### config.mk
export PLATFORM = sky130hd
export DESIGN_NAME = logic_trigger_sequencer
export DESIGN_NICKNAME = d
export VERILOG_FILES = /design/src/rtl/logic_trig_pkg.sv /design/src/rtl/logic_trigger_sequencer_match.sv /design/src/rtl/logic_trigger_sequencer.sv
export SDC_FILE = /design/constraint.sdc
export NUM_CORES = 1
export LEC_CHECK = 0
export CORE_UTILIZATION = 40
export DETAILED_ROUTE_END_ITERATION = 12
export HOLD_SLACK_MARGIN = 0.03
export PLACE_DENSITY = 0.73
export SLEW_MARGIN = 20
export SYNTH_ARGS = -nofsm -noshare
export SYNTH_HDL_FRONTEND = slang
export SYNTH_SLANG_ARGS = --single-unit
### constraint.sdc
create_clock -name clk -period 3.11 [get_ports clk]
set_input_delay 0.622 -clock clk [delete_from_list [all_inputs] [get_ports clk]]
set_output_delay 0.622 -clock clk [all_outputs]
set_load 0.01 [all_outputs]
### src/rtl/logic_trig_pkg.sv
// Shared types and constants for the logic-analyzer trigger sequencer.
// State encodings are exported both as an enum and as plain logic constants.
package logic_trig_pkg;

  localparam int STATE_W = 3;

  typedef enum logic [STATE_W-1:0] {
    TS_IDLE      = 3'd0,
    TS_RESET     = 3'd1,
    TS_PRE_TRIG  = 3'd2,
    TS_ARMED     = 3'd3,
    TS_POST_TRIG = 3'd4,
    TS_DONE      = 3'd5,
    TS_CLEAR     = 3'd6
  } trig_state_t;

  localparam logic [STATE_W-1:0] ST_IDLE      = TS_IDLE;
  localparam logic [STATE_W-1:0] ST_RESET     = TS_RESET;
  localparam logic [STATE_W-1:0] ST_PRE_TRIG  = TS_PRE_TRIG;
  localparam logic [STATE_W-1:0] ST_ARMED     = TS_ARMED;
  localparam logic [STATE_W-1:0] ST_POST_TRIG = TS_POST_TRIG;
  localparam logic [STATE_W-1:0] ST_DONE      = TS_DONE;
  localparam logic [STATE_W-1:0] ST_CLEAR     = TS_CLEAR;

  localparam int DEFAULT_PRE_DEPTH  = 4;
  localparam int DEFAULT_POST_DEPTH = 8;

endpackage

### src/rtl/logic_trigger_sequencer_match.sv
// Mask/value/edge trigger comparator with latched configuration.
// fire is combinational from the current sample so the FSM reacts on the same edge.
module logic_trig_match #(
  parameter int DATA_WIDTH = 32
) (
  input  logic                  clk,
  input  logic                  rst_n,
  input  logic                  load,
  input  logic                  clear_prev,
  input  logic [DATA_WIDTH-1:0] mask,
  input  logic [DATA_WIDTH-1:0] value,
  input  logic                  edge_mode,
  input  logic                  sample_valid,
  input  logic [DATA_WIDTH-1:0] sample_data,
  output logic                  fire
);

  logic [DATA_WIDTH-1:0] mask_q;
  logic [DATA_WIDTH-1:0] value_q;
  logic                  edge_q;
  logic                  prev_hit_q;
  logic                  hit;

  assign hit  = sample_valid && (((sample_data ^ value_q) & mask_q) == '0);
  assign fire = hit && (!edge_q || !prev_hit_q);

  // prev_hit only tracks qualified samples so idle gaps do not re-open an edge.
  always_ff @(posedge clk or negedge rst_n) begin
    if (!rst_n) begin
      mask_q     <= '0;
      value_q    <= '0;
      edge_q     <= 1'b0;
      prev_hit_q <= 1'b0;
    end else begin
      if (load) begin
        mask_q  <= mask;
        value_q <= value;
        edge_q  <= edge_mode;
      end
      if (clear_prev) begin
        prev_hit_q <= 1'b0;
      end else if (sample_valid) begin
        prev_hit_q <= hit;
      end
    end
  end

endmodule

### src/rtl/logic_trigger_sequencer.sv
// Trigger sequencer for the LA capture path (RAM 2x clock domain).
// Optional AUTO-mode timeout enabled by defining LOGIC_TRIG_AUTO_EN.
module logic_trigger_sequencer
  import logic_trig_pkg::*;
#(
  parameter int NUM_CHANNELS  = 2,
  parameter int DATA_WIDTH    = 32,
  parameter int COUNT_WIDTH   = 32,
  parameter int RESET_CYCLES  = 32,
  parameter int SETTLE_CYCLES = 32
) (
  input  logic                    clk,
  input  logic                    rst_n,
  input  logic                    arm_req,
  input  logic                    mode_continuous,
  input  logic                    force_trig,
  input  logic [NUM_CHANNELS-1:0] ch_en,
  input  logic [COUNT_WIDTH-1:0]  pre_depth,
  input  logic [COUNT_WIDTH-1:0]  post_depth,
  input  logic [DATA_WIDTH-1:0]   trig_mask,
  input  logic [DATA_WIDTH-1:0]   trig_value,
  input  logic                    trig_edge,
  input  logic                    sample_valid,
  input  logic [DATA_WIDTH-1:0]   sample_data,
  input  logic                    download_done,
`ifdef LOGIC_TRIG_AUTO_EN
  input  logic [COUNT_WIDTH-1:0]  auto_timeout,
`endif
  output logic                    trig_rst,
  output logic [NUM_CHANNELS-1:0] capture_en,
  output logic [NUM_CHANNELS-1:0] capture_flush,
  output logic                    triggered,
  output logic                    aborted,
  output logic [2:0]              state
);

  localparam logic [COUNT_WIDTH-1:0] RST_LAST    = COUNT_WIDTH'(RESET_CYCLES - 1);
  localparam logic [COUNT_WIDTH-1:0] SETTLE_LAST = COUNT_WIDTH'(RESET_CYCLES + SETTLE_CYCLES - 1);

  logic [STATE_W-1:0]      state_q;
  logic [COUNT_WIDTH-1:0]  count_q;
  logic [COUNT_WIDTH-1:0]  count_inc;
  logic [NUM_CHANNELS-1:0] ch_en_q;
  logic [COUNT_WIDTH-1:0]  pre_q;
  logic [COUNT_WIDTH-1:0]  post_q;
  logic                    load_cfg;
  logic                    rearm;
  logic                    abort_now;
  logic                    enter_armed;
  logic                    match_fire;
  logic                    auto_fire;

  assign state       = state_q;
  assign count_inc   = (count_q == '1) ? count_q : count_q + 1'b1;
  assign rearm       = (state_q == ST_DONE) && download_done && mode_continuous && arm_req;
  assign load_cfg    = ((state_q == ST_IDLE) && arm_req) || rearm;
  assign abort_now   = !arm_req && ((state_q == ST_RESET) || (state_q == ST_PRE_TRIG) ||
                                    (state_q == ST_ARMED));
  assign enter_armed = (state_q == ST_PRE_TRIG) && arm_req && (count_q == pre_q);

`ifdef LOGIC_TRIG_AUTO_EN
  logic [COUNT_WIDTH-1:0] auto_q;

  always_ff @(posedge clk or negedge rst_n) begin
    if (!rst_n) begin
      auto_q <= '0;
    end else if (load_cfg) begin
      auto_q <= auto_timeout;
    end
  end

  assign auto_fire = (auto_q != '0) && (count_q == auto_q);
`else
  assign auto_fire = 1'b0;
`endif

  always_ff @(posedge clk or negedge rst_n) begin
    if (!rst_n) begin
      ch_en_q <= '0;
      pre_q   <= '0;
      post_q  <= '0;
    end else if (load_cfg) begin
      ch_en_q <= ch_en;
      pre_q   <= pre_depth;
      post_q  <= post_depth;
    end
  end

  logic_trig_match #(
    .DATA_WIDTH(DATA_WIDTH)
  ) u_match (
    .clk         (clk),
    .rst_n       (rst_n),
    .load        (load_cfg),
    .clear_prev  (enter_armed),
    .mask        (trig_mask),
    .value       (trig_value),
    .edge_mode   (trig_edge),
    .sample_valid(sample_valid),
    .sample_data (sample_data),
    .fire        (match_fire)
  );

  // Abort takes precedence over everything else in the pre-trigger states.
  always_ff @(posedge clk or negedge rst_n) begin
    if (!rst_n) begin
      state_q       <= ST_IDLE;
      count_q       <= '0;
      trig_rst      <= 1'b0;
      capture_en    <= '0;
      capture_flush <= '0;
      triggered     <= 1'b0;
      aborted       <= 1'b0;
    end else begin
      capture_flush <= '0;
      aborted       <= 1'b0;
      if (abort_now) begin
        trig_rst   <= 1'b0;
        capture_en <= '0;
        aborted    <= 1'b1;
        count_q    <= '0;
        state_q    <= ST_IDLE;
      end else begin
        case (state_q)
          ST_IDLE: begin
            if (arm_req) begin
              trig_rst <= 1'b1;
              count_q  <= '0;
              state_q  <= ST_RESET;
            end
          end
          ST_RESET: begin
            count_q <= count_inc;
            if (count_q == RST_LAST) begin
              trig_rst <= 1'b0;
            end
            if (count_q == SETTLE_LAST) begin
              capture_en <= ch_en_q;
              count_q    <= '0;
              state_q    <= ST_PRE_TRIG;
            end
          end
          ST_PRE_TRIG: begin
            if (count_q == pre_q) begin
              count_q <= '0;
              state_q <= ST_ARMED;
            end else if (sample_valid) begin
              count_q <= count_inc;
            end
          end
          ST_ARMED: begin
            if (force_trig || match_fire || auto_fire) begin
              triggered <= 1'b1;
              count_q   <= '0;
              state_q   <= ST_POST_TRIG;
            end else begin
`ifdef LOGIC_TRIG_AUTO_EN
              count_q <= count_inc;
`else
              count_q <= count_q;
`endif
            end
          end
          ST_POST_TRIG: begin
            if (count_q == post_q) begin
              capture_en    <= '0;
              capture_flush <= ch_en_q;
              count_q       <= '0;
              state_q       <= ST_DONE;
            end else if (sample_valid) begin
              count_q <= count_inc;
            end
          end
          ST_DONE: begin
            if (download_done) begin
              triggered <= 1'b0;
              if (rearm) begin
                trig_rst <= 1'b1;
                count_q  <= '0;
                state_q  <= ST_RESET;
              end else begin
                state_q <= ST_CLEAR;
              end
            end
          end
          ST_CLEAR: begin
            if (!arm_req) begin
              state_q <= ST_IDLE;
            end
          end
          default: begin
            state_q <= ST_IDLE;
          end
        endcase
      end
    end
  end

endmodule

==> flow_summary_export.csv, run 1 <==
group,metric,value,unit
die,die_w,151,um
pwr,p_per_area,818,mW/mm^2
synth,synthTopCellsByArea,"dfrtp_1 (49%), mux2_2 (17%), xor2_1 (6.3%), xnor2_1 (3.2%), o21ai_0 (2.4%)",
clock_tree,clock_latency,0.42,ns
pwr,leakagePower,4.73,nW
die,std_cell_rows,53,
worst_setup_path,cp-end-kind,"register",
clock_tree,cts_resized,0,
cells_and_area,n_antenna_cell,0,
worst_setup_path,cp_max_fo,9,
synth,async_reset_ff_share,100,%
clock_tree,htree_num_levels,4,
die,dieHeight,151,um
grt,grt_usage,21.7,%
synth,syn_area,0.00883,sq mm
die,core_area,0.0214,sq mm
placement,pre_cts_ws,-0.00786,ns
cells_and_area,stdcell_area,0.0116,sq mm
worst_hold_path,hp-class,"in2async",
synth,synth_edf_count,0,
grt,grt_overflow,0,
worst_setup_path,reg2reg_from,"count_q[10]",
synth,synthCells,773,
synth,yosysUniqueCellTypes,57,
status,status,"finished clean",
clock_tree,postCtsSetupRepairBufs,0,
route,drtAntennaViolNets,0,
route,first_pass_iters,5,
cells_and_area,final_util,54.3,%
worst_setup_path,crit_chain,"nand4_1 > or3_1 > nor3_2 > nor2b_1 > nand2_1 > o221ai_1 > a21oi_1",
cells_and_area,fill_cells,1855,
worst_setup_path,startpoint,"count_q[10]",
cells_and_area,nNetsFinal,1119,
flow_run,maxCapViolCount,0,
clock_tree,cts_buffers,17,
worst_setup_path,critPathKind,"reg2reg",
route,drt_iter0_markers,538,
clock_tree,cts_sinks,174,
route,wl_per_cell,18.9,um
route,drc,0,
placement,place_area,0.0111,sq mm
grt,grt_pass1_vias,6987,
placement,placedCellCount,1204,
timing,relSlewSlack,52.3,%
grt,antenna_found_initial,0,
worst_setup_path,crit_path_start_kind,"register",
worst_setup_path,critPathTopFamily,"simple AND/OR/NAND/NOR gates",
die,die_area,0.0227,sq mm
synth,ys_warn_count,0,
synth,ys_ff_latch,174,
placement,globalplace.congestion,0.903,
synth,synthFlopType,"dfrtp_1",
synth,synth.yosys.seq_area_share,49.3,%
worst_setup_path,cp_num_buf_inv,0,
synth,yosysTopAreaCellShare,49.3,%
die,pin_count,180,
die,start_util,41.4,%
placement,dp_hpwl,17.8,mm
route,vias,6749,
synth,yosysTopAreaCell,"dfrtp_1",
timing,fmax,357,MHz
placement,io_buffers,179,
clock_tree,tritoncts,"built",
route,via_per_inst,5.46,
grt,grt_pass1_wl,37.4,mm
cells_and_area,drive_above_1_share,22.5,%
pwr,peakVddDrop,0.406,mV
clock_tree,cts_hold_buffers,0,
synth,syn_avg_cell_area,11.4,sq um
timing,finalCriticalPeriod,2.80,ns
timing,final-max-slew-violation-count,0,
timing,rsz0062_at_grt,"false",
timing,timing.final.crit_share,90.1,%
timing,finalHoldViolCount,0,
clock_tree,cts_buffer_depth,2,
cells_and_area,syn_to_final_growth,31.3,%
timing,whs,0.177,ns
synth,synth_nets,944,
worst_setup_path,slowest_delay,0.65,ns
timing,finalClockSkew,0.0115,ns
worst_setup_path,cp_slowest_cell,"nor3_2",
clock_tree,cts_root_buf,"clkbuf_16",
route,drt_wl_total,23.3,mm
clock_tree,clk_pin_slew,0.07,ns
timing,tightest_slew,0.712,ns
worst_setup_path,required,3.41,ns
timing,finalSetupViolations,0,
timing,setup_ws,0.307,ns
grt,grt_max_degree,63,
worst_setup_path,crit_arrival,3.10,ns
cells_and_area,finalNonFillerCells,1236,
-- flip-flops by register name, summed over array words and instances (netlist names), 2 cells and up --
signal,cells
post_q,32
capture_flush,2
capture_en,2
u_match.mask_q,32
u_match.value_q,32
count_q,32
pre_q,32
state,3
ch_en_q,2
-- routing by layer --
metal / up-vias / part of all wire, % / GRT usage, %
li1: 3156 / - / -
met1: 3320 / 44 / 29.5
met2: 239 / 49 / 35.3
met3: 34 / 5.4 / 3.70
met4: 0 / 2.2 / 6.85
met5: - / 0 / 0
-- path summary, 6_finish.rpt --
kind                                 endpoint  slack [ns]  cells after the start
min in group clk            u_match.mask_q[8]        0.51                      1
max                               count_q[31]        0.31                      7
min                        u_match.value_q[2]        0.18                      1
min reg2reg                 u_match.mask_q[8]        0.51                      1
max in group asynchronous         count_q[19]        2.17                      2
max reg2reg                       count_q[31]        0.31                      7
-- metrics by stage --
step                total power [W]  TNS, ns
CTS                         0.00955        0
floorplan                   0.00635        0
global placement            0.00746        0
global route                 0.0101        0
finish                      0.00948        0
detailed placement          0.00757  -0.0238
-- cell usage in the layout, fill, tap and decap left out, drive strengths merged, types with 15 or more instances in the layout --
cell type,count
dfrtp,174
o21ai,47
nor4,16
a31oi,15
nor2,24
xnor2,32
buf,36
clkdlybuf4s50,178
a21oi,31
clkbuf,18
nand4,26
mux2,132
nand2,26
xor2,64
a22oi,16
-- cells in the mapped netlist, drive strengths merged, types with 15 or more instances --
master and n:
a31oi 15, buf 30, o21ai 47, clkbuf 28, dfrtp 174, a22oi 16, a21oi 31, xnor2 32
mux2 132, nor2 24, nand2 26, nor4 16, nand4 26, xor2 64
-- power breakdown --
part           internal [W]  leakage [nW]  switching (W)
combinational       0.00208          2.35        0.00149
sequential          0.00322          2.13       0.000723
clock               0.00104         0.252       0.000932
-- logic make-up (layout without fill, tap and decap cells) --
group                      Yosys count  after routing  share of synthesized area (%)
and+or+nand+nor                    158            158                           10.1
DFF                                174            174                           49.3
AOI/OAI and AO/OA                  145            145                           10.5
buffers and inverters               64            252                           3.32
muxes                              135            135                           17.2
xor gates and xnor gates            96             96                           9.52
adders and majority gates            1              1                          0.142
-- cell type report --
cell class / count / area [sq um] / share of cell area [%]
clock buffers: 18 / 429 / 3.70
clock inverters: 14 / 111 / 0.961
inverters: 6 / 22.5 / 0.194
multi-input cells: 535 / 4190 / 36.1
flip-flops and latches: 174 / 4350 / 37.6
well taps: 275 / 344 / 2.97
repair buffers: 214 / 2140 / 18.5
(Power assumes the default switching activity.)
==> inputs of run 2 (changes only) <==
- clock period: 3.11 -> 2.61 ns (I/O delays scaled with it)
==> run 2 against run 1 <==
Compared with the run above: wire length rose by 4.3%; combinational power rose by 26%; fmax rose by 10%; critical endpoint is now count_q[20]; clock power rose by 30%; largest cell class unchanged; setup slack got worse by 0.24 ns; non-clock buffer count rose by 46.
==> flow_summary_export.csv, run 2 (same netlist as run 1, synthesis figures left out) <==
group,metric,value,unit
pwr,power_frac_seq,39.9,%
grt,grt_overflow,0,
timing,finalHoldViolCount,0,
placement,pre_cts_ws,-0.375,ns
cells_and_area,nNetsFinal,1165,
route,first_pass_iters,6,
clock_tree,cts_buffers,17,
cells_and_area,layout_common_cells,"clkdlybuf4s50_1 (178), dfrtp_1 (168), mux2_2 (132)",
die,pin_count,180,
pwr,p_clk_share,21.8,%
pwr,p_int,0.00783,W
pwr,p_switching,0.00389,W
clock_tree,cts_buffer_depth,2,
cells_and_area,drive_above_1_share,27.8,%
route,drc,0,
cells_and_area,final_util,56.6,%
timing,setup_ws,0.0681,ns
pwr,p_per_area,969,mW/mm^2
placement,globalplace.congestion,0.922,
pwr,sw_frac_of_total,33.2,%
timing,finalCriticalPeriod,2.54,ns
clock_tree,htree_num_levels,4,
clock_tree,tritoncts,"built",
grt,grt_usage,22.4,%
worst_hold_path,hp-class,"reg2reg",
grt,grt_max_degree,82,
worst_setup_path,critPathTopFamily,"simple AND/OR/NAND/NOR gates",
clock_tree,cts_root_buf,"clkbuf_16",
route,vias,7045,
clock_tree,clk_pin_slew,0.07,ns
die,die_area,0.0227,sq mm
die,dieHeight,151,um
pwr,power_frac_comb,38.3,%
cells_and_area,mostFrequentLayoutCell,"clkdlybuf4s50_1",
route,drtAntennaViolNets,0,
worst_setup_path,crit_path_start_kind,"register",
worst_setup_path,critPathKind,"reg2reg",
worst_setup_path,crit_chain,"or4_4 > nor3_2 > nand4_4 > o211ai_4 > o211ai_2 > buf_4 > and2_1 > nand3_1 > o21ai_0",
timing,rsz0062_at_grt,"true",
die,core_area,0.0214,sq mm
die,die_w,151,um
route,wl_per_cell,19.0,um
timing,finalClockSkew,0.00915,ns
cells_and_area,fill_cells,1801,
worst_setup_path,cp_max_fo,6,
pwr,leakagePower,5.00,nW
worst_setup_path,cp-end-kind,"register",
route,drt_iter0_markers,655,
timing,fmax,393,MHz
cells_and_area,n_antenna_cell,0,
flow_run,maxCapViolCount,0,
worst_setup_path,crit_arrival,2.84,ns
timing,relSlewSlack,63.8,%
pwr,peakVddDrop,0.546,mV
grt,antenna_found_initial,0,
timing,finalSetupViolations,0,
worst_setup_path,cp_num_buf_inv,1,
grt,grt_pass1_wl,38.5,mm
route,via_per_inst,5.50,
die,start_util,41.4,%
worst_setup_path,slowest_delay,0.55,ns
cells_and_area,syn_to_final_growth,36.9,%
die,std_cell_rows,53,
placement,io_buffers,179,
route,drt_wl_total,24.3,mm
status,status,"finished clean",
timing,tightest_slew,0.542,ns
timing,timing.final.crit_share,97.4,%
clock_tree,clock_latency,0.43,ns
worst_setup_path,cp_slowest_cell,"or4_4",
timing,final-max-slew-violation-count,0,
placement,dp_hpwl,18.6,mm
worst_setup_path,required,2.91,ns
clock_tree,cts_sinks,174,
grt,grt_pass1_vias,7365,
==> run 2: area by class of cell <==
type / count / area (sq um) / share of cell area, %
well taps: 275 / 344 / 2.85
repair buffers: 260 / 2470 / 20.4
flip-flops and latches: 174 / 4360 / 36.1
multi-input cells: 535 / 4290 / 35.5
clock inverters: 13 / 145 / 1.20
clock buffers: 19 / 453 / 3.75
inverters: 6 / 22.5 / 0.186
==> run 2: layer usage <==
layer / up-vias / part of all wire [%] / global-route usage (%)
li1: 3252 / - / -
met1: 3494 / 43 / 30.0
met2: 251 / 48 / 35.9
met3: 48 / 6.2 / 4.24
met4: 0 / 3.1 / 8.70
met5: - / 0 / 0
==> run 2: what timing repair did <==
action | 4_1_cts | 5_1_grt
setup endpoints to repair | 6 | 35
endpoints found under the hold margin | 22 | 0
gates resized for setup | 3 | 24
setup buffers | 0 | 0
hold buffers | 1 | 0
pin swaps | 0 | 4
==> run 2: through the flow <==
stage                     setup TNS [ns]  total power (W)  instances  hold slack (ns)  area (sq um)
after CTS                              0           0.0117       1282            0.514         12000
after floorplan                        0          0.00756        773            0.226          8830
final                                  0           0.0117       1282            0.511         12100
after detailed placement           -8.96          0.00911       1249            0.469         11400
after global placement             -9.90          0.00898       1249            0.464         11400
after global routing              -0.866           0.0124       1282            0.531         12100
==> run 2: final timing paths <==
kind                                    startpoint                   to  slack (ns)  depth (start not counted)
worst max-delay path                   count_q[15]          count_q[20]        0.07                          9
worst min-delay path            u_match.mask_q[31]   u_match.mask_q[31]        0.51                          1
worst max register to register         count_q[15]          count_q[20]        0.07                          9
worst min register to register  u_match.mask_q[31]   u_match.mask_q[31]        0.51                          1
max in group asynchronous                    rst_n   u_match.value_q[3]        1.13                          3
min in group asynchronous                    rst_n  u_match.value_q[11]        0.58                          2
==> run 2: power by group through the flow <==
stage          sequential (W)  combinational (W)  clock, W
6_report              0.00467            0.00449   0.00256
3_3_place_gp          0.00469            0.00429         0
3_5_place_dp          0.00473            0.00439         0
2_1_floorplan         0.00443            0.00313         0
4_1_cts               0.00468            0.00444   0.00261
5_1_grt               0.00482            0.00490   0.00272
==> inputs of run 3 (changes only) <==
- ABC_CLOCK_PERIOD_IN_PS: not set -> 2610
==> results of run 3 <==
The final DEF is identical to that of run 2; final timing and power are the same.
